===== src/rtl/wb_mem_2_ppfifo_pkg.sv =====
// Shared types and constants for the memory-to-ppfifo read DMA.
package wb_mem_2_ppfifo_pkg;

  localparam logic [3:0] WB_SEL = 4'hF;
  localparam int REGION_IDX_W = 1;

  typedef logic [REGION_IDX_W-1:0] region_t;

  typedef enum logic [1:0] {
    ST_IDLE,
    ST_GET_FIFO,
    ST_READ,
    ST_WRITE
  } dma_state_t;

  typedef enum logic [1:0] {
    RD_IDLE,
    RD_BUS,
    RD_ACK_LOW
  } rd_state_t;

endpackage


===== src/rtl/wb_mem_2_ppfifo_if.sv =====
// Wishbone master bus plus ppfifo write side, seen from the DMA engine (master) and the fabric (slave).
interface wb_mem_2_ppfifo_if;

  logic        mem_we;
  logic        mem_stb;
  logic        mem_cyc;
  logic [3:0]  mem_sel;
  logic [31:0] mem_adr;
  logic [31:0] mem_wr_dat;
  logic [31:0] mem_rd_dat;
  logic        mem_ack;
  logic        mem_int;

  logic [1:0]  ppfifo_rdy;
  logic [1:0]  ppfifo_act;
  logic [23:0] ppfifo_size;
  logic        ppfifo_stb;
  logic [31:0] ppfifo_data;

  modport master (
    output mem_we, mem_stb, mem_cyc, mem_sel, mem_adr, mem_wr_dat,
    input  mem_rd_dat, mem_ack, mem_int,
    output ppfifo_act, ppfifo_stb, ppfifo_data,
    input  ppfifo_rdy, ppfifo_size
  );

  modport slave (
    input  mem_we, mem_stb, mem_cyc, mem_sel, mem_adr, mem_wr_dat,
    output mem_rd_dat, mem_ack, mem_int,
    input  ppfifo_act, ppfifo_stb, ppfifo_data,
    output ppfifo_rdy, ppfifo_size
  );

endinterface


===== src/rtl/wb_mem_2_ppfifo_wb_single_read.sv =====
// One classic Wishbone read: latch address on start, hold cyc/stb until ack, capture data.
// Latency: stb one cycle after start; done pulses the first cycle ack is seen low after the ack.
// Backpressure: waits indefinitely for ack and for ack release; start is ignored while busy.
module wb_mem_2_ppfifo_wb_single_read
  import wb_mem_2_ppfifo_pkg::*;
(
  input  logic        clk,
  input  logic        rst,
  input  logic        start,
  input  logic [31:0] adr,
  output logic        done,
  output logic [31:0] dat,
  output logic        cyc,
  output logic        stb,
  output logic [31:0] mem_adr,
  input  logic [31:0] mem_dat,
  input  logic        mem_ack
);

  rd_state_t state, state_nxt;

  always_ff @(posedge clk) begin
    if (rst) state <= RD_IDLE;
    else     state <= state_nxt;
  end

  always_comb begin
    state_nxt = state;
    done      = 1'b0;
    cyc       = 1'b0;
    stb       = 1'b0;
    case (state)
      RD_IDLE: if (start) state_nxt = RD_BUS;
      RD_BUS: begin
        cyc = 1'b1;
        stb = 1'b1;
        if (mem_ack) state_nxt = RD_ACK_LOW;
      end
      RD_ACK_LOW: begin
        // a slave may hold ack after stb drops; never re-strobe until it lets go
        if (!mem_ack) begin
          done      = 1'b1;
          state_nxt = RD_IDLE;
        end
      end
      default: state_nxt = RD_IDLE;
    endcase
  end

  always_ff @(posedge clk) begin
    if (rst) begin
      mem_adr <= '0;
      dat     <= '0;
    end else begin
      if (state == RD_IDLE && start) mem_adr <= adr;
      if (state == RD_BUS && mem_ack) dat <= mem_dat;
    end
  end

endmodule


===== src/rtl/wb_mem_2_ppfifo.sv =====
// Ping-pong memory-to-ppfifo DMA: reads two armed regions over Wishbone into ppfifo halves.
// Latency: one word per >=4 clocks (read issue, bus, ack release, fifo strobe).
// Backpressure: stalls in GET_FIFO until a ppfifo half is ready; i_enable low parks after the current word.
module wb_mem_2_ppfifo
  import wb_mem_2_ppfifo_pkg::*;
#(
  parameter logic [31:0] DEFAULT_MEM_0_BASE = 32'h0000_0000,
  parameter logic [31:0] DEFAULT_MEM_1_BASE = 32'h0010_0000
) (
  input  logic        clk,
  input  logic        rst,
  input  logic        i_enable,
  input  logic [31:0] i_memory_0_base,
  input  logic [31:0] i_memory_0_size,
  input  logic        i_memory_0_ready,
  output logic [31:0] o_memory_0_count,
  output logic        o_memory_0_finished,
  output logic        o_memory_0_empty,
  input  logic [31:0] i_memory_1_base,
  input  logic [31:0] i_memory_1_size,
  input  logic        i_memory_1_ready,
  output logic [31:0] o_memory_1_count,
  output logic        o_memory_1_finished,
  output logic        o_memory_1_empty,
  output logic [31:0] o_default_mem_0_base,
  output logic [31:0] o_default_mem_1_base,
  output logic        o_read_finished,
  wb_mem_2_ppfifo_if.master bus
);

  dma_state_t       state, state_nxt;
  region_t          cur_q;
  logic [1:0][31:0] base_q, size_q, count_q, arm_base, arm_size;
  logic [1:0]       finished_q, empty_q, arm_rdy, arm_ok, act_q;
  logic [23:0]      fifo_cnt_q;
  logic             read_finished_q;
  logic             grant, release_act, do_word, pick_other, rd_start, rd_done;
  logic             region_done, other_pending, fifo_full;
  logic [31:0]      cnt_inc, rd_adr, rd_dat;
  logic             unused_int;

  assign arm_base = {i_memory_1_base, i_memory_0_base};
  assign arm_size = {i_memory_1_size, i_memory_0_size};
  assign arm_rdy  = {i_memory_1_ready, i_memory_0_ready};

  assign cnt_inc       = count_q[cur_q] + 32'd1;
  assign region_done   = (cnt_inc == size_q[cur_q]);
  assign other_pending = !empty_q[~cur_q];
  assign fifo_full     = ((fifo_cnt_q + 24'd1) == bus.ppfifo_size);
  assign rd_adr        = base_q[cur_q] + count_q[cur_q];

  always_comb begin
    for (int n = 0; n < 2; n++) begin
      arm_ok[n] = arm_rdy[n] && (arm_size[n] != 32'd0) &&
                  !((state != ST_IDLE) && (cur_q == region_t'(n)) && !empty_q[n]);
    end
  end

  always_ff @(posedge clk) begin
    if (rst) state <= ST_IDLE;
    else     state <= state_nxt;
  end

  always_comb begin
    state_nxt   = state;
    grant       = 1'b0;
    release_act = 1'b0;
    do_word     = 1'b0;
    pick_other  = 1'b0;
    rd_start    = 1'b0;
    case (state)
      ST_IDLE: begin
        if (i_enable && (empty_q != 2'b11)) begin
          pick_other = empty_q[cur_q];
          state_nxt  = ST_GET_FIFO;
        end
      end
      ST_GET_FIFO: begin
        if (!i_enable) begin
          state_nxt = ST_IDLE;
        end else if (bus.ppfifo_rdy != 2'b00) begin
          grant     = 1'b1;
          state_nxt = ST_READ;
        end
      end
      ST_READ: begin
        rd_start = 1'b1;
        if (rd_done) state_nxt = ST_WRITE;
      end
      ST_WRITE: begin
        do_word    = 1'b1;
        pick_other = region_done && other_pending;
        // the fifo half is kept across a region switch; only released when full or parking
        if ((region_done && !other_pending) || !i_enable) begin
          release_act = 1'b1;
          state_nxt   = ST_IDLE;
        end else if (fifo_full) begin
          release_act = 1'b1;
          state_nxt   = ST_GET_FIFO;
        end else begin
          state_nxt = ST_READ;
        end
      end
      default: state_nxt = ST_IDLE;
    endcase
  end

  always_ff @(posedge clk) begin
    if (rst) begin
      cur_q           <= '0;
      base_q          <= '0;
      size_q          <= '0;
      count_q         <= '0;
      finished_q      <= '0;
      empty_q         <= 2'b11;
      act_q           <= '0;
      fifo_cnt_q      <= '0;
      read_finished_q <= 1'b0;
    end else begin
      read_finished_q <= 1'b0;
      for (int n = 0; n < 2; n++) begin
        if (arm_ok[n]) begin
          base_q[n]     <= arm_base[n];
          size_q[n]     <= arm_size[n];
          count_q[n]    <= '0;
          finished_q[n] <= 1'b0;
          empty_q[n]    <= 1'b0;
        end
      end
      if (pick_other) cur_q <= ~cur_q;
      if (grant) begin
        act_q      <= bus.ppfifo_rdy[0] ? 2'b01 : 2'b10;
        fifo_cnt_q <= '0;
      end
      if (do_word) begin
        count_q[cur_q] <= cnt_inc;
        fifo_cnt_q     <= fifo_cnt_q + 24'd1;
        if (region_done) begin
          finished_q[cur_q] <= 1'b1;
          empty_q[cur_q]    <= 1'b1;
          read_finished_q   <= 1'b1;
        end
      end
      if (release_act) begin
        act_q      <= '0;
        fifo_cnt_q <= '0;
      end
    end
  end

  wb_mem_2_ppfifo_wb_single_read u_rd (
    .clk     (clk),
    .rst     (rst),
    .start   (rd_start),
    .adr     (rd_adr),
    .done    (rd_done),
    .dat     (rd_dat),
    .cyc     (bus.mem_cyc),
    .stb     (bus.mem_stb),
    .mem_adr (bus.mem_adr),
    .mem_dat (bus.mem_rd_dat),
    .mem_ack (bus.mem_ack)
  );

  assign bus.mem_we      = 1'b0;
  assign bus.mem_sel     = WB_SEL;
  assign bus.mem_wr_dat  = '0;
  assign bus.ppfifo_act  = act_q;
  assign bus.ppfifo_stb  = do_word;
  assign bus.ppfifo_data = rd_dat;
  assign unused_int      = bus.mem_int;

  assign o_memory_0_count     = count_q[0];
  assign o_memory_1_count     = count_q[1];
  assign o_memory_0_finished  = finished_q[0];
  assign o_memory_1_finished  = finished_q[1];
  assign o_memory_0_empty     = empty_q[0];
  assign o_memory_1_empty     = empty_q[1];
  assign o_default_mem_0_base = DEFAULT_MEM_0_BASE;
  assign o_default_mem_1_base = DEFAULT_MEM_1_BASE;
  assign o_read_finished      = read_finished_q;

endmodule


===== src/flat_wrapper.sv =====
// flat-port wrapper written by rule: the top's interface ports become plain ports
module wb_mem_2_ppfifo_flat import wb_mem_2_ppfifo_pkg::*;
#(
  parameter logic [31:0] DEFAULT_MEM_0_BASE = 32'h0000_0000,
  parameter logic [31:0] DEFAULT_MEM_1_BASE = 32'h0010_0000
)
  (clk, rst, i_enable, i_memory_0_base, i_memory_0_size, i_memory_0_ready, o_memory_0_count, o_memory_0_finished, o_memory_0_empty, i_memory_1_base, i_memory_1_size, i_memory_1_ready, o_memory_1_count, o_memory_1_finished, o_memory_1_empty, o_default_mem_0_base, o_default_mem_1_base, o_read_finished, bus_mem_we, bus_mem_stb, bus_mem_cyc, bus_mem_sel, bus_mem_adr, bus_mem_wr_dat, bus_mem_rd_dat, bus_mem_ack, bus_mem_int, bus_ppfifo_act, bus_ppfifo_stb, bus_ppfifo_data, bus_ppfifo_rdy, bus_ppfifo_size);
  wb_mem_2_ppfifo_if bus_i ();
  input  logic clk;
  input  logic rst;
  input  logic i_enable;
  input  logic [31:0] i_memory_0_base;
  input  logic [31:0] i_memory_0_size;
  input  logic i_memory_0_ready;
  output logic [31:0] o_memory_0_count;
  output logic o_memory_0_finished;
  output logic o_memory_0_empty;
  input  logic [31:0] i_memory_1_base;
  input  logic [31:0] i_memory_1_size;
  input  logic i_memory_1_ready;
  output logic [31:0] o_memory_1_count;
  output logic o_memory_1_finished;
  output logic o_memory_1_empty;
  output logic [31:0] o_default_mem_0_base;
  output logic [31:0] o_default_mem_1_base;
  output logic o_read_finished;
  output wire logic [$bits(bus_i.mem_we)-1:0] bus_mem_we;
  output wire logic [$bits(bus_i.mem_stb)-1:0] bus_mem_stb;
  output wire logic [$bits(bus_i.mem_cyc)-1:0] bus_mem_cyc;
  output wire logic [$bits(bus_i.mem_sel)-1:0] bus_mem_sel;
  output wire logic [$bits(bus_i.mem_adr)-1:0] bus_mem_adr;
  output wire logic [$bits(bus_i.mem_wr_dat)-1:0] bus_mem_wr_dat;
  input wire logic [$bits(bus_i.mem_rd_dat)-1:0] bus_mem_rd_dat;
  input wire logic [$bits(bus_i.mem_ack)-1:0] bus_mem_ack;
  input wire logic [$bits(bus_i.mem_int)-1:0] bus_mem_int;
  output wire logic [$bits(bus_i.ppfifo_act)-1:0] bus_ppfifo_act;
  output wire logic [$bits(bus_i.ppfifo_stb)-1:0] bus_ppfifo_stb;
  output wire logic [$bits(bus_i.ppfifo_data)-1:0] bus_ppfifo_data;
  input wire logic [$bits(bus_i.ppfifo_rdy)-1:0] bus_ppfifo_rdy;
  input wire logic [$bits(bus_i.ppfifo_size)-1:0] bus_ppfifo_size;
  assign bus_mem_we = bus_i.mem_we;
  assign bus_mem_stb = bus_i.mem_stb;
  assign bus_mem_cyc = bus_i.mem_cyc;
  assign bus_mem_sel = bus_i.mem_sel;
  assign bus_mem_adr = bus_i.mem_adr;
  assign bus_mem_wr_dat = bus_i.mem_wr_dat;
  assign bus_i.mem_rd_dat = bus_mem_rd_dat;
  assign bus_i.mem_ack = bus_mem_ack;
  assign bus_i.mem_int = bus_mem_int;
  assign bus_ppfifo_act = bus_i.ppfifo_act;
  assign bus_ppfifo_stb = bus_i.ppfifo_stb;
  assign bus_ppfifo_data = bus_i.ppfifo_data;
  assign bus_i.ppfifo_rdy = bus_ppfifo_rdy;
  assign bus_i.ppfifo_size = bus_ppfifo_size;
  wb_mem_2_ppfifo #(.DEFAULT_MEM_0_BASE(DEFAULT_MEM_0_BASE), .DEFAULT_MEM_1_BASE(DEFAULT_MEM_1_BASE)) u_core (.clk(clk), .rst(rst), .i_enable(i_enable), .i_memory_0_base(i_memory_0_base), .i_memory_0_size(i_memory_0_size), .i_memory_0_ready(i_memory_0_ready), .o_memory_0_count(o_memory_0_count), .o_memory_0_finished(o_memory_0_finished), .o_memory_0_empty(o_memory_0_empty), .i_memory_1_base(i_memory_1_base), .i_memory_1_size(i_memory_1_size), .i_memory_1_ready(i_memory_1_ready), .o_memory_1_count(o_memory_1_count), .o_memory_1_finished(o_memory_1_finished), .o_memory_1_empty(o_memory_1_empty), .o_default_mem_0_base(o_default_mem_0_base), .o_default_mem_1_base(o_default_mem_1_base), .o_read_finished(o_read_finished), .bus(bus_i));
endmodule

===== config.mk =====
export PLATFORM = sky130hd
export DESIGN_NAME = wb_mem_2_ppfifo_flat
export DESIGN_NICKNAME = d
export VERILOG_FILES = /design/src/rtl/wb_mem_2_ppfifo_pkg.sv /design/src/rtl/wb_mem_2_ppfifo_if.sv /design/src/rtl/wb_mem_2_ppfifo_wb_single_read.sv /design/src/rtl/wb_mem_2_ppfifo.sv /design/src/flat_wrapper.sv
export SDC_FILE = /design/constraint.sdc
export NUM_CORES = 1
export LEC_CHECK = 0
export ABC_AREA = 1
export CELL_PAD_IN_SITES_DETAIL_PLACEMENT = 0
export CELL_PAD_IN_SITES_GLOBAL_PLACEMENT = 1
export CORE_MARGIN = 8
export CORE_UTILIZATION = 30
export CTS_BUF_LIST = sky130_fd_sc_hd__clkbuf_4 sky130_fd_sc_hd__clkbuf_8
export CTS_CLUSTER_DIAMETER = 80
export DETAILED_ROUTE_END_ITERATION = 8
export GPL_TIMING_DRIVEN = 0
export MAX_ROUTING_LAYER = met4
export PLACE_DENSITY = 0.82
export RECOVER_POWER = 50
export SLEW_MARGIN = 10
export SYNTH_ARGS = -nofsm -noshare
export SYNTH_HDL_FRONTEND = slang
export SYNTH_SLANG_ARGS = --single-unit

===== constraint.sdc =====
create_clock -name clk -period 4.1 [get_ports clk]
set_input_delay 1.23 -clock clk [delete_from_list [all_inputs] [get_ports clk]]
set_output_delay 1.23 -clock clk [all_outputs]
set_load 0.03 [all_outputs]

==> results of run 1 <==
==> per-layer routing <==
metal | vias up | track usage, % | wire length [µm]
li1 | 9535 | - | -
met1 | 8705 | 27.8 | 32800
met3 | 135 | 3.46 | 4990
met4 | 0 | 8.28 | 2720
met5 | - | - | 0
met2 | 662 | 35.3 | 35300
==> repair_timing <==
| item | 4_1_cts | 5_1_grt |
|---|---|---|
| hold buffers | 0 | 0 |
| setup endpoints to repair | 27 | 27 |
| pin swaps | 1 | 1 |
| cloned | 0 | 2 |
| gates resized for setup | 14 | 11 |
==> Yosys cell counts (5+ instances only) <==
cell / number
nand2_1: 564
buf_4: 105
o21a_1: 5
nor2_1: 261
xnor2_1: 22
o21ai_0: 297
or2_2: 15
ha_1: 37
a211oi_1: 29
nand3_1: 107
buf_1: 5
nand3b_1: 7
clkbuf_1: 76
a21o_1: 7
nor4_1: 19
a31oi_1: 6
xor2_1: 36
a21oi_1: 263
nor2_2: 14
buf_6: 9
nand4_1: 42
dfxtp_1: 292
inv_1: 320
o211ai_1: 5
nand2_2: 25
o21bai_1: 5
buf_2: 28
o22ai_1: 6
nor3_1: 31
nor2_4: 6
==> worst max-delay path, cell delays in order, from the launching register on <==
cell,delay (ps)
dfxtp_4,420
buf_12,180
buf_12,180
buf_8,190
buf_4,190
nand2_1,50
o21ai_0,100
ha_1,210
inv_1,50
fa_1,400
inv_1,80
nand3_1,60
nand2_1,120
a21boi_1,120
o21ai_2,270
a21boi_2,120
inv_1,110
nand2_1,50
nand2_1,90
nand2_1,90
o21ai_2,150
nand2_1,100
a21o_1,170
nand3_1,70
o211ai_1,100
inv_1,80
==> layout make-up <==
cell class / instances / area (µm²) / area share [%]
clock inverters: 12 / 101 / 0.432
plain buffers: 219 / 1350 / 5.74
flip-flops and latches: 292 / 5850 / 24.9
repair buffers: 333 / 3370 / 14.4
clock buffers: 85 / 1040 / 4.45
well taps: 765 / 957 / 4.08
inverters: 325 / 1220 / 5.21
multi-input cells: 1944 / 9580 / 40.8
diodes: 4 / 10.0 / 0.0426
==> registers in the layout (all words and copies together) (netlist names) <==
| name | flops |
|---|---|
| u_core.base_q | 64 |
| u_core.size_q | 64 |
| u_core.o_memory_0_count | 32 |
| u_core.o_memory_1_count | 32 |
| u_core.u_rd.dat | 32 |
| u_core.u_rd.mem_adr | 32 |
| u_core.fifo_cnt_q | 24 |
| u_core.bus.ppfifo_act | 2 |
| u_core.empty_q | 2 |
| u_core.finished_q | 2 |
| u_core.state | 2 |
| u_core.u_rd.state | 2 |
| u_core.cur_q | 1 |
| u_core.o_read_finished | 1 |
==> path summary, 6_finish.rpt <==
path                             endpoint              from  cells after the start  slack (ps)
setup / recovery  u_core.u_rd.mem_adr[26]      u_core.cur_q                     25         250
hold / removal           u_core.size_q[8]  u_core.size_q[8]                      2         440
setup reg to reg  u_core.u_rd.mem_adr[26]      u_core.cur_q                     25         250
hold reg to reg          u_core.size_q[8]  u_core.size_q[8]                      2         440
==> per-stage QoR <==
step | worst slack [ps] | setup TNS (ps)
floorplan | 55.6 | 0
global placement | -1540 | -272890
detailed placement | -1540 | -55260
CTS | 41.1 | 0
global route | -4.82 | -4.82
finish | 254 | 0
==> report_power, final <==
group / switching (mW) / internal [mW]
clock network: 1.35 / 1.68
registers: 0.0668 / 2.98
logic: 1.24 / 0.690
total: 2.65 / 5.35
==> cells by family after synthesis <==
| family | count (synthesis) | synth area share (%) |
|---|---|---|
| DFF | 292 | 33.3 |
| and+or+nand+nor | 1103 | 26.9 |
| buffers and inverters | 548 | 14.5 |
| AOI/OAI and AO/OA | 644 | 19.6 |
| xor gates and xnor gates | 58 | 2.89 |
| other | 2 | 0.0427 |
| adders and majority gates | 38 | 2.75 |
==> summary.md, run 1 <==
| Metric | Value |
|---|---|
| Synth top area cells | dfxtp_1 (33%), nand2_1 (12%), o21ai_0 (8.5%), a21oi_1 (7.5%), inv_1 (6.8%) |
| Main synth FF type | dfxtp_1 |
| Clock sink total | 292 |
| Die Height | 258 µm |
| Drt drc | 0 |
| Setup Buffers After CTS | 0 |
| Total number of vias | 19.0k |
| First-pass GRT wire length | 110,000 µm |
| Filler Cells Inserted | 6,313 |
| Die width | 258 µm |
| Vias in the first global route | 17.7k |
| Critical Path End Type | flip-flop |
| Synth Register Bits | 292 |
| Startpoint Class | flip-flop |
| Avg Cell Area, Syn | 6.54 µm² |
| DR pass1 iterations | 6 |
| Initial antenna violation count | 5 |
| Status | finished, final reports clean |
| Pins Over Slew Limit | 0 |
| Mapped Cells | 2,685 |
| Critical Path Fanout Max | 11 |
| DP HPWL | 61,500 µm |
| Mapped cell area | 17,600 µm² |
| Worst slew margin | 20.1% |
| Tmin final | 3850 ps |
| Worst-skew pair later-pin latency | 670 ps |
| Top cell type's share of synthesized area | 33.3% |
| Total power | 8.01 mW |
| Core Util, Final | 40.6% |
| Netlist cell types | 54 |
| Pwr Density | 341 nW/µm² |
| Routed WL | 75,800 µm |
| Initial drt markers | 1,460 |
| Site Rows | 88 |
| Grt total ovfl | 0 |
| Vias/cell | 4.78 |
| Total core area | 57,800 µm² |
| Commonest non-fill, non-tap cell in the layout | nand2_1 |
| CP Class | reg2reg |
| Synth Warn # | 0 |
| DIE AREA | 66,600 µm² |
| Post-synth EDFFs | 0 |
| TritonCTS clock tree | built |
| Max Cap Viol | 0 |
| TritonCTS Buffers | 53 |
| Final Setup Violations | 0 |
| P_leak | 9.94 nW |
| Final instance area | 23,500 µm² |
| Yosys top cell by area | dfxtp_1 |
| Worst VDD drop | 207 µV |
| H-tree depth | 2 |
| IO buf count | 329 |
| CTS max path bufs | 3 |
| I/O pin total | 432 |
| Most frequent cells in the layout | nand2_1 (564), clkdlybuf4s50_1 (328), inv_1 (320), o21ai_0 (293), dfxtp_1 (291) |
| Final hold vios | 0 |
| # placed instances | 3,880 |
| Fin crit share | 93.8% |
| Ratio of cells with drive above 1 in the final layout | 10.0% |
| Worst Path Arrival | 4440 ps |
| Post-synthesis async set-or-reset flop share | 0% |
| Slew @ Worst Pin | 1190 ps |
| Pin count of the biggest net entering global routing | 45 |
| # nets final | 3,399 |
| Antenna Nets Post-Route | 0 |
| Cell Count, Final, Fillers Out | 3,979 |
| Worst EP required | 4690 ps |
| Worst Hold Class | reg2reg |
| Post-synthesis sequential area ratio | 33.3% |
| Final hold slack | 444 ps |
| FMAX | 260 MHz |
| GP Congestion | 0.977 |
| Initial Util | 30.4% |
| Worst Skew | 40.9 ps |
| Clock root cell | clkbuf_8 |
| Placement Cell Area | 22,200 µm² |
| Wire length per cell | 19.0 µm |
| GRT Total Usage | 22.0% |
| Synth-to-Final Area Change | 33.6% |
| CTS clk-pin slew, worst paths | 70 ps |
No activity file was read; power rests on OpenSTA's default activity.
==> inputs of run 2 (changes only) <==
--- a/config.mk
+++ b/config.mk
@@ -8,13 +8,11 @@
 export ABC_AREA = 1
 export CELL_PAD_IN_SITES_DETAIL_PLACEMENT = 0
 export CELL_PAD_IN_SITES_GLOBAL_PLACEMENT = 1
-export CORE_MARGIN = 8
 export CORE_UTILIZATION = 30
 export CTS_BUF_LIST = sky130_fd_sc_hd__clkbuf_4 sky130_fd_sc_hd__clkbuf_8
 export CTS_CLUSTER_DIAMETER = 80
 export DETAILED_ROUTE_END_ITERATION = 8
 export GPL_TIMING_DRIVEN = 0
-export MAX_ROUTING_LAYER = met4
 export PLACE_DENSITY = 0.82
 export RECOVER_POWER = 50
 export SLEW_MARGIN = 10
==> summary.md, run 2 (synthesis gave the netlist of run 1 again) <==
| Metric | Value |
|---|---|
| Pins Over Slew Limit | 0 (unchanged) |
| Clock sink total | 292 (unchanged) |
| Routed WL | 72,000 µm (-4.9%) |
| CTS clk-pin slew, worst paths | 60 ps (about the same) |
| Critical path, cell by cell | dlygate4sd3_1 > nor4_1 > nand4_1 > o221ai_1 > buf_8 > buf_2 > buf_2 > nand3_1 > o32ai_1 |
| Initial Util | 30.4% (unchanged) |
| Drt drc | 0 (unchanged) |
| Vias/cell | 4.74 (-0.95%) |
| Worst Hold Class | reg2reg |
| DR pass1 iterations | 7 (+1) |
| CTS max path bufs | 3 (unchanged) |
| Wire length per cell | 18.1 µm (-4.8%) |
| DP HPWL | 57,800 µm (-6.0%) |
| Dpl ws | -1600 ps (-61.1 ps) |
| Startpoint Class | input pin |
| Total number of vias | 18.8k (-1.0%) |
| Max incr delay on CP | 660 ps (+240 ps) |
| Worst r2r src | u_core.cur_q |
| Min-delay src | u_core.size_q[24] |
| Most used cell, CP | buf_2 |
| Antenna Nets Post-Route | 0 (unchanged) |
| # nets final | 3,401 (+0.059%) |
| Final Setup Violations | 0 (unchanged) |
| CP Class | in2reg |
| # placed instances | 3,880 (unchanged) |
| Pin count of the biggest net entering global routing | 45 (unchanged) |
| Worst EP required | 4640 ps (-50 ps) |
| Critical Path Fanout Max | 10 (-1) |
| First-pass GRT wire length | 105,000 µm (-4.5%) |
| Status | finished, final reports clean |
| Worst Path Arrival | 4550 ps (+110 ps) |
| GRT Total Usage | 23.3% (+1.3 points) |
| Total core area | 57,800 µm² (unchanged) |
| Hold buffer count at cts | 0 (unchanged) |
| Buffer and inverter count on the worst path | 4 (-4) |
| P_leak | 10.4 nW (+4.6%) |
| Critical Path End Type | flip-flop |
| Vias in the first global route | 17.2k (-3.0%) |
| I/O pin total | 432 (unchanged) |
| H-tree depth | 2 (unchanged) |
| Filler Cells Inserted | 6,284 (-0.46%) |
| Commonest non-fill, non-tap cell in the layout | nand2_1 |
| Worst Skew | 30.6 ps (-10.3 ps) |
| DIE AREA | 59,500 µm² (-11%) |
| FMAX | 249 MHz (-4.2%) |
| Synth-to-Final Area Change | 33.5% |
| CP top delay family | buffers and inverters |
| Leading registers by flop count | u_core.base_q: 64 flops, u_core.size_q: 64 flops |
| Initial antenna violation count | 3 (-2) |
| IO buf count | 329 (unchanged) |
| TritonCTS Buffers | 54 (+1.9%) |
| GP Congestion | 0.983 (+0.67%) |
| Final hold vios | 0 (unchanged) |
| Site Rows | 88 (unchanged) |
| TritonCTS clock tree | built |
| Clock root cell | clkbuf_8 |
| Most frequent cells in the layout | nand2_1 (564), inv_1 (320), o21ai_0 (292), dfxtp_1 (291), a21oi_1 (262) |
| Max Cap Viol | 0 (unchanged) |
| Slowest CP cell | o221ai_1 |
| Setup ws final | 85.0 ps (-169 ps) |
| Worst VDD drop | 231 µV (+11%) |
| RSZ-0062 raised after global routing | false |
| Pwr Density | 340 nW/µm² (-0.35%) |
| Grt total ovfl | 0 (unchanged) |
| Cell Count, Final, Fillers Out | 3,975 (-0.10%) |
| Die Height | 244 µm (-5.4%) |
| Slew @ Worst Pin | 1120 ps (-71.8 ps) |
| Worst slew margin | 24.9% (+4.8 points) |
| Tmin final | 4010 ps (+169 ps) |
| Total power | 7.97 mW (-0.46%) |
| Initial drt markers | 1,489 (+2.0%) |
| Die width | 244 µm (-5.4%) |
| Sum Neg Setup Slack | 0 ps (unchanged) |
| Core Util, Final | 40.6% (-0.043 points) |
| Fin crit share | 97.9% (+4.1 points) |
| Worst-skew pair later-pin latency | 670 ps (about the same) |
| Ratio of cells with drive above 1 in the final layout | 9.82% (-0.21 points) |
| CP startpoint | i_memory_1_size[4] |
## run 2: cell count changes in the layout (fill, tap and decap cells not counted), moves of 2 or more
cell             before  now
clkdlybuf4s50_1     328  191
dlygate4sd3_1         1  138
clkbuf_1             75   80
buf_2                24   20
clkbuf_4             20   17
buf_8                 2    4
clkbuf_8             65   63
diode_2               4    2
## run 2: worst paths after layout
path	to	slack, ps	depth (start not counted)
max	u_core.o_memory_1_count[0]	90	9
min	u_core.size_q[24]	440	2
max reg2reg	u_core.fifo_cnt_q[10]	260	23
min reg2reg	u_core.size_q[24]	440	2
## run 2: power breakdown
group | internal (mW) | switching (mW) | total [mW]
combinational | 0.675 | 1.23 | 1.90
clock | 1.68 | 1.34 | 3.02
sequential | 2.98 | 0.0670 | 3.05
## run 2: cell type report
cell class | count | area [µm²] | share of cell area (%)
buffer | 218 | 1330 | 5.67
tap | 765 | 957 | 4.08
timing repair buffer | 335 | 3390 | 14.4
antenna | 2 | 5.00 | 0.0213
multi-input combinational | 1944 | 9570 | 40.8
inverter | 325 | 1220 | 5.21
clock buffer | 80 | 995 | 4.24
sequential | 292 | 5850 | 24.9
clock inverter | 14 | 135 | 0.576
## run 2: layer usage
metal  wire (µm)  GRT usage [%]
met1       31800           31.0
met2       33300           38.2
met3        4740           3.42
met4        2200           8.13
met5           0              0
## run 2: through the flow
stage          cell area (µm²)  hold WS [ps]
2_1_floorplan            17900           420
5_1_grt                  23500           463
3_5_place_dp             22200           433
3_3_place_gp             22200           431
4_1_cts                  23400           442
6_report                 23500           441
## run 2: worst min-delay path: cells and delay by family (launching register included)
| kind | cells | cell delay [ps] |
|---|---|---|
| compound gates | 1 | 50 |
| buf+inv | 1 | 50 |
| flops | 1 | 300 |
## run 2: repair_timing
action,CTS,global route
cloned,0,2
endpoints found under the setup margin,27,28
resized for setup,15,11
pin swaps,1,2
setup buffers,0,2
==> inputs of run 3 (changes only) <==
--- a/config.mk
+++ b/config.mk
@@ -8,12 +8,12 @@
 export ABC_AREA = 1
 export CELL_PAD_IN_SITES_DETAIL_PLACEMENT = 0
 export CELL_PAD_IN_SITES_GLOBAL_PLACEMENT = 1
-export CORE_UTILIZATION = 30
+export CORE_UTILIZATION = 32
 export CTS_BUF_LIST = sky130_fd_sc_hd__clkbuf_4 sky130_fd_sc_hd__clkbuf_8
 export CTS_CLUSTER_DIAMETER = 80
 export DETAILED_ROUTE_END_ITERATION = 8
 export GPL_TIMING_DRIVEN = 0
-export PLACE_DENSITY = 0.82
+export PLACE_DENSITY = 0.86
 export RECOVER_POWER = 50
 export SLEW_MARGIN = 10
 export SYNTH_ARGS = -nofsm -noshare
==> summary.md, run 3 (synthesis gave the netlist of run 1 again) <==
| Metric | Value |
|---|---|
| Critical Path End Type | flip-flop |
| I/O pin total | 432 (unchanged) |
| Initial drt markers | 1,424 (-4.4%) |
| Ratio of cells with drive above 1 in the final layout | 9.94% (+0.12 points) |
| Status | finished, final reports clean |
| H-tree depth | 2 (unchanged) |
| Setup ws final | 78.0 ps (-7.05 ps) |
| Metal3 WL | 4690 µm (-0.93%) |
| Flop2flop setup slack | 290 ps (+30 ps) |
| Initial antenna violation count | 2 (-1) |
| Final Setup Violations | 0 (unchanged) |
| Pwr Density | 343 nW/µm² (+0.81%) |
| Synth-to-Final Area Change | 33.3% |
| Dpl ws | -1510 ps (+96.6 ps) |
| Pins Over Slew Limit | 0 (unchanged) |
| Most frequent cells in the layout | nand2_1 (563), inv_1 (320), o21ai_0 (292), dfxtp_1 (291), a21oi_1 (263) |
| RSZ-0062 raised after global routing | false |
| GP Congestion | 0.985 (+0.19%) |
| Worst VDD drop | 214 µV (-7.2%) |
| Highest metal used | met5 |
| R2r endpoint | u_core.fifo_cnt_q[18] |
| Startpoint Class | input pin |
| DP HPWL | 57,000 µm (-1.3%) |
| Routed WL | 70,800 µm (-1.7%) |
| Die width | 236 µm (-3.1%) |
| First-pass GRT wire length | 104,000 µm (-0.88%) |
| Reg2Reg Depth | 23 (unchanged) |
| M1 WL | 31,000 µm (-2.5%) |
| Worst Path Arrival | 4570 ps (+20 ps) |
| Total core area | 54,000 µm² (-6.5%) |
| Clock sink total | 292 (unchanged) |
| Vias in the first global route | 17.2k (+0.22%) |
| Final hold vios | 0 (unchanged) |
| Total number of vias | 19.0k (+0.61%) |
| Pin count of the biggest net entering global routing | 45 (unchanged) |
| TritonCTS clock tree | built |
| Hold buffer count at cts | 0 (unchanged) |
| Worst Skew | 31.4 ps (+0.864 ps) |
| Initial Util | 32.5% (+2.1 points) |
| Number of cells on the worst hold path | 2 (unchanged) |
| Max Cap Viol | 0 (unchanged) |
| IO buf count | 329 (unchanged) |
| Antenna Nets Post-Route | 0 (unchanged) |
| CTS clk-pin slew, worst paths | 60 ps (about the same) |
| Min-delay src | u_core.size_q[31] |
| Critical Path Fanout Max | 10 (unchanged) |
| Slew @ Worst Pin | 1230 ps (+103 ps) |
| GRT Total Usage | 24.4% (+1.1 points) |
| Drt drc | 0 (unchanged) |
| CTS max path bufs | 3 (unchanged) |
| Die Height | 236 µm (-3.1%) |
| P_leak | 10.4 nW (+0.25%) |
| Site Rows | 85 (-3.4%) |
| Total power | 8.02 mW (+0.65%) |
| Worst-skew pair later-pin latency | 660 ps (about the same) |
| Wire length per cell | 18.1 µm (about the same) |
| Met2 WL post-DR | 33,300 µm (about the same) |
| Grt total ovfl | 0 (unchanged) |
| Leading registers by flop count | u_core.base_q: 64 flops, u_core.size_q: 64 flops |
| Commonest non-fill, non-tap cell in the layout | nand2_1 |
| Clock root cell | clkbuf_8 |
| FMAX | 249 MHz (-0.18%) |
| Worst slew margin | 18.0% (-6.9 points) |
| WHS Endpoint | u_core.size_q[31] |
| DIE AREA | 55,800 µm² (-6.2%) |
| DR pass1 iterations | 5 (-2) |
| CP Class | in2reg |
| # nets final | 3,401 (unchanged) |
| Worst Hold Class | reg2reg |
| Worst r2r src | u_core.cur_q |
| Vias/cell | 4.85 (+2.4%) |
| Fin crit share | 98.1% (+0.17 points) |
| Worst EP required | 4650 ps (about the same) |
| Filler Cells Inserted | 5,715 (-9.1%) |
| Tmin final | 4020 ps (+7.05 ps) |
| TritonCTS Buffers | 52 (-3.7%) |
==> run 3: critical path, cell delays in order <==
cell and delay (ps):
clkdlybuf4s50_1 420, nor4_1 440, nand4_1 230, o221ai_1 670, buf_8 250, clkbuf_1 600, buf_2 440, nand3_1 130
o32ai_1 130
==> run 3: layer usage <==
| layer | vias up | GRT usage (%) |
|---|---|---|
| met5 | - | 0 |
| met4 | 2 | 6.89 |
| met3 | 93 | 3.42 |
| met2 | 685 | 41.0 |
| met1 | 8644 | 32.3 |
| li1 | 9529 | - |
==> run 3: cell type report <==
class	instances	area, µm²	area share [%]
tap	696	871	3.72
antenna	1	2.50	0.0107
sequential	292	5850	25.0
timing repair buffer	337	3400	14.5
inverter	325	1220	5.22
clock buffer	76	952	4.07
buffer	218	1330	5.69
clock inverter	18	216	0.924
multi-input combinational	1944	9570	40.9
==> run 3: worst max path at each step <==
stage                            start                    endpoint  slack, ps  cells past startpoint
finish              i_memory_1_size[4]  u_core.o_memory_1_count[0]         80                      9
global route        i_memory_1_size[4]  u_core.o_memory_1_count[3]          8                      9
detailed placement        u_core.cur_q     u_core.u_rd.mem_adr[22]      -1510                     25
CTS                       u_core.cur_q     u_core.u_rd.mem_adr[26]         90                     25
global placement          u_core.cur_q     u_core.u_rd.mem_adr[26]      -1450                     29
floorplan                 u_core.cur_q     u_core.u_rd.mem_adr[22]         60                     25
==> run 3: where the power goes <==
part | internal, mW | switching, mW
logic | 0.674 | 1.23
registers | 2.98 | 0.0674
clock network | 1.76 | 1.31
total | 5.41 | 2.61
==> run 3: what timing repair did <==
item                       in CTS  in global routing
setup buffers                   0                  4
setup endpoints to repair      27                 34
cloned                          0                  2
pin swaps                       1                  3
resized for setup              15                 14
==> run 3: metrics by stage <==
step	std cells	hold slack (ps)	util, %	TNS (ps)	instance area (µm²)
floorplan	2784	420	-	0	17900
global placement	3809	430	40.9	-214690	22100
detailed placement	3811	434	41.0	-33560	22100
CTS	3901	442	43.2	0	23300
global route	3907	457	43.3	0	23400
finish	3907	443	43.3	0	23400
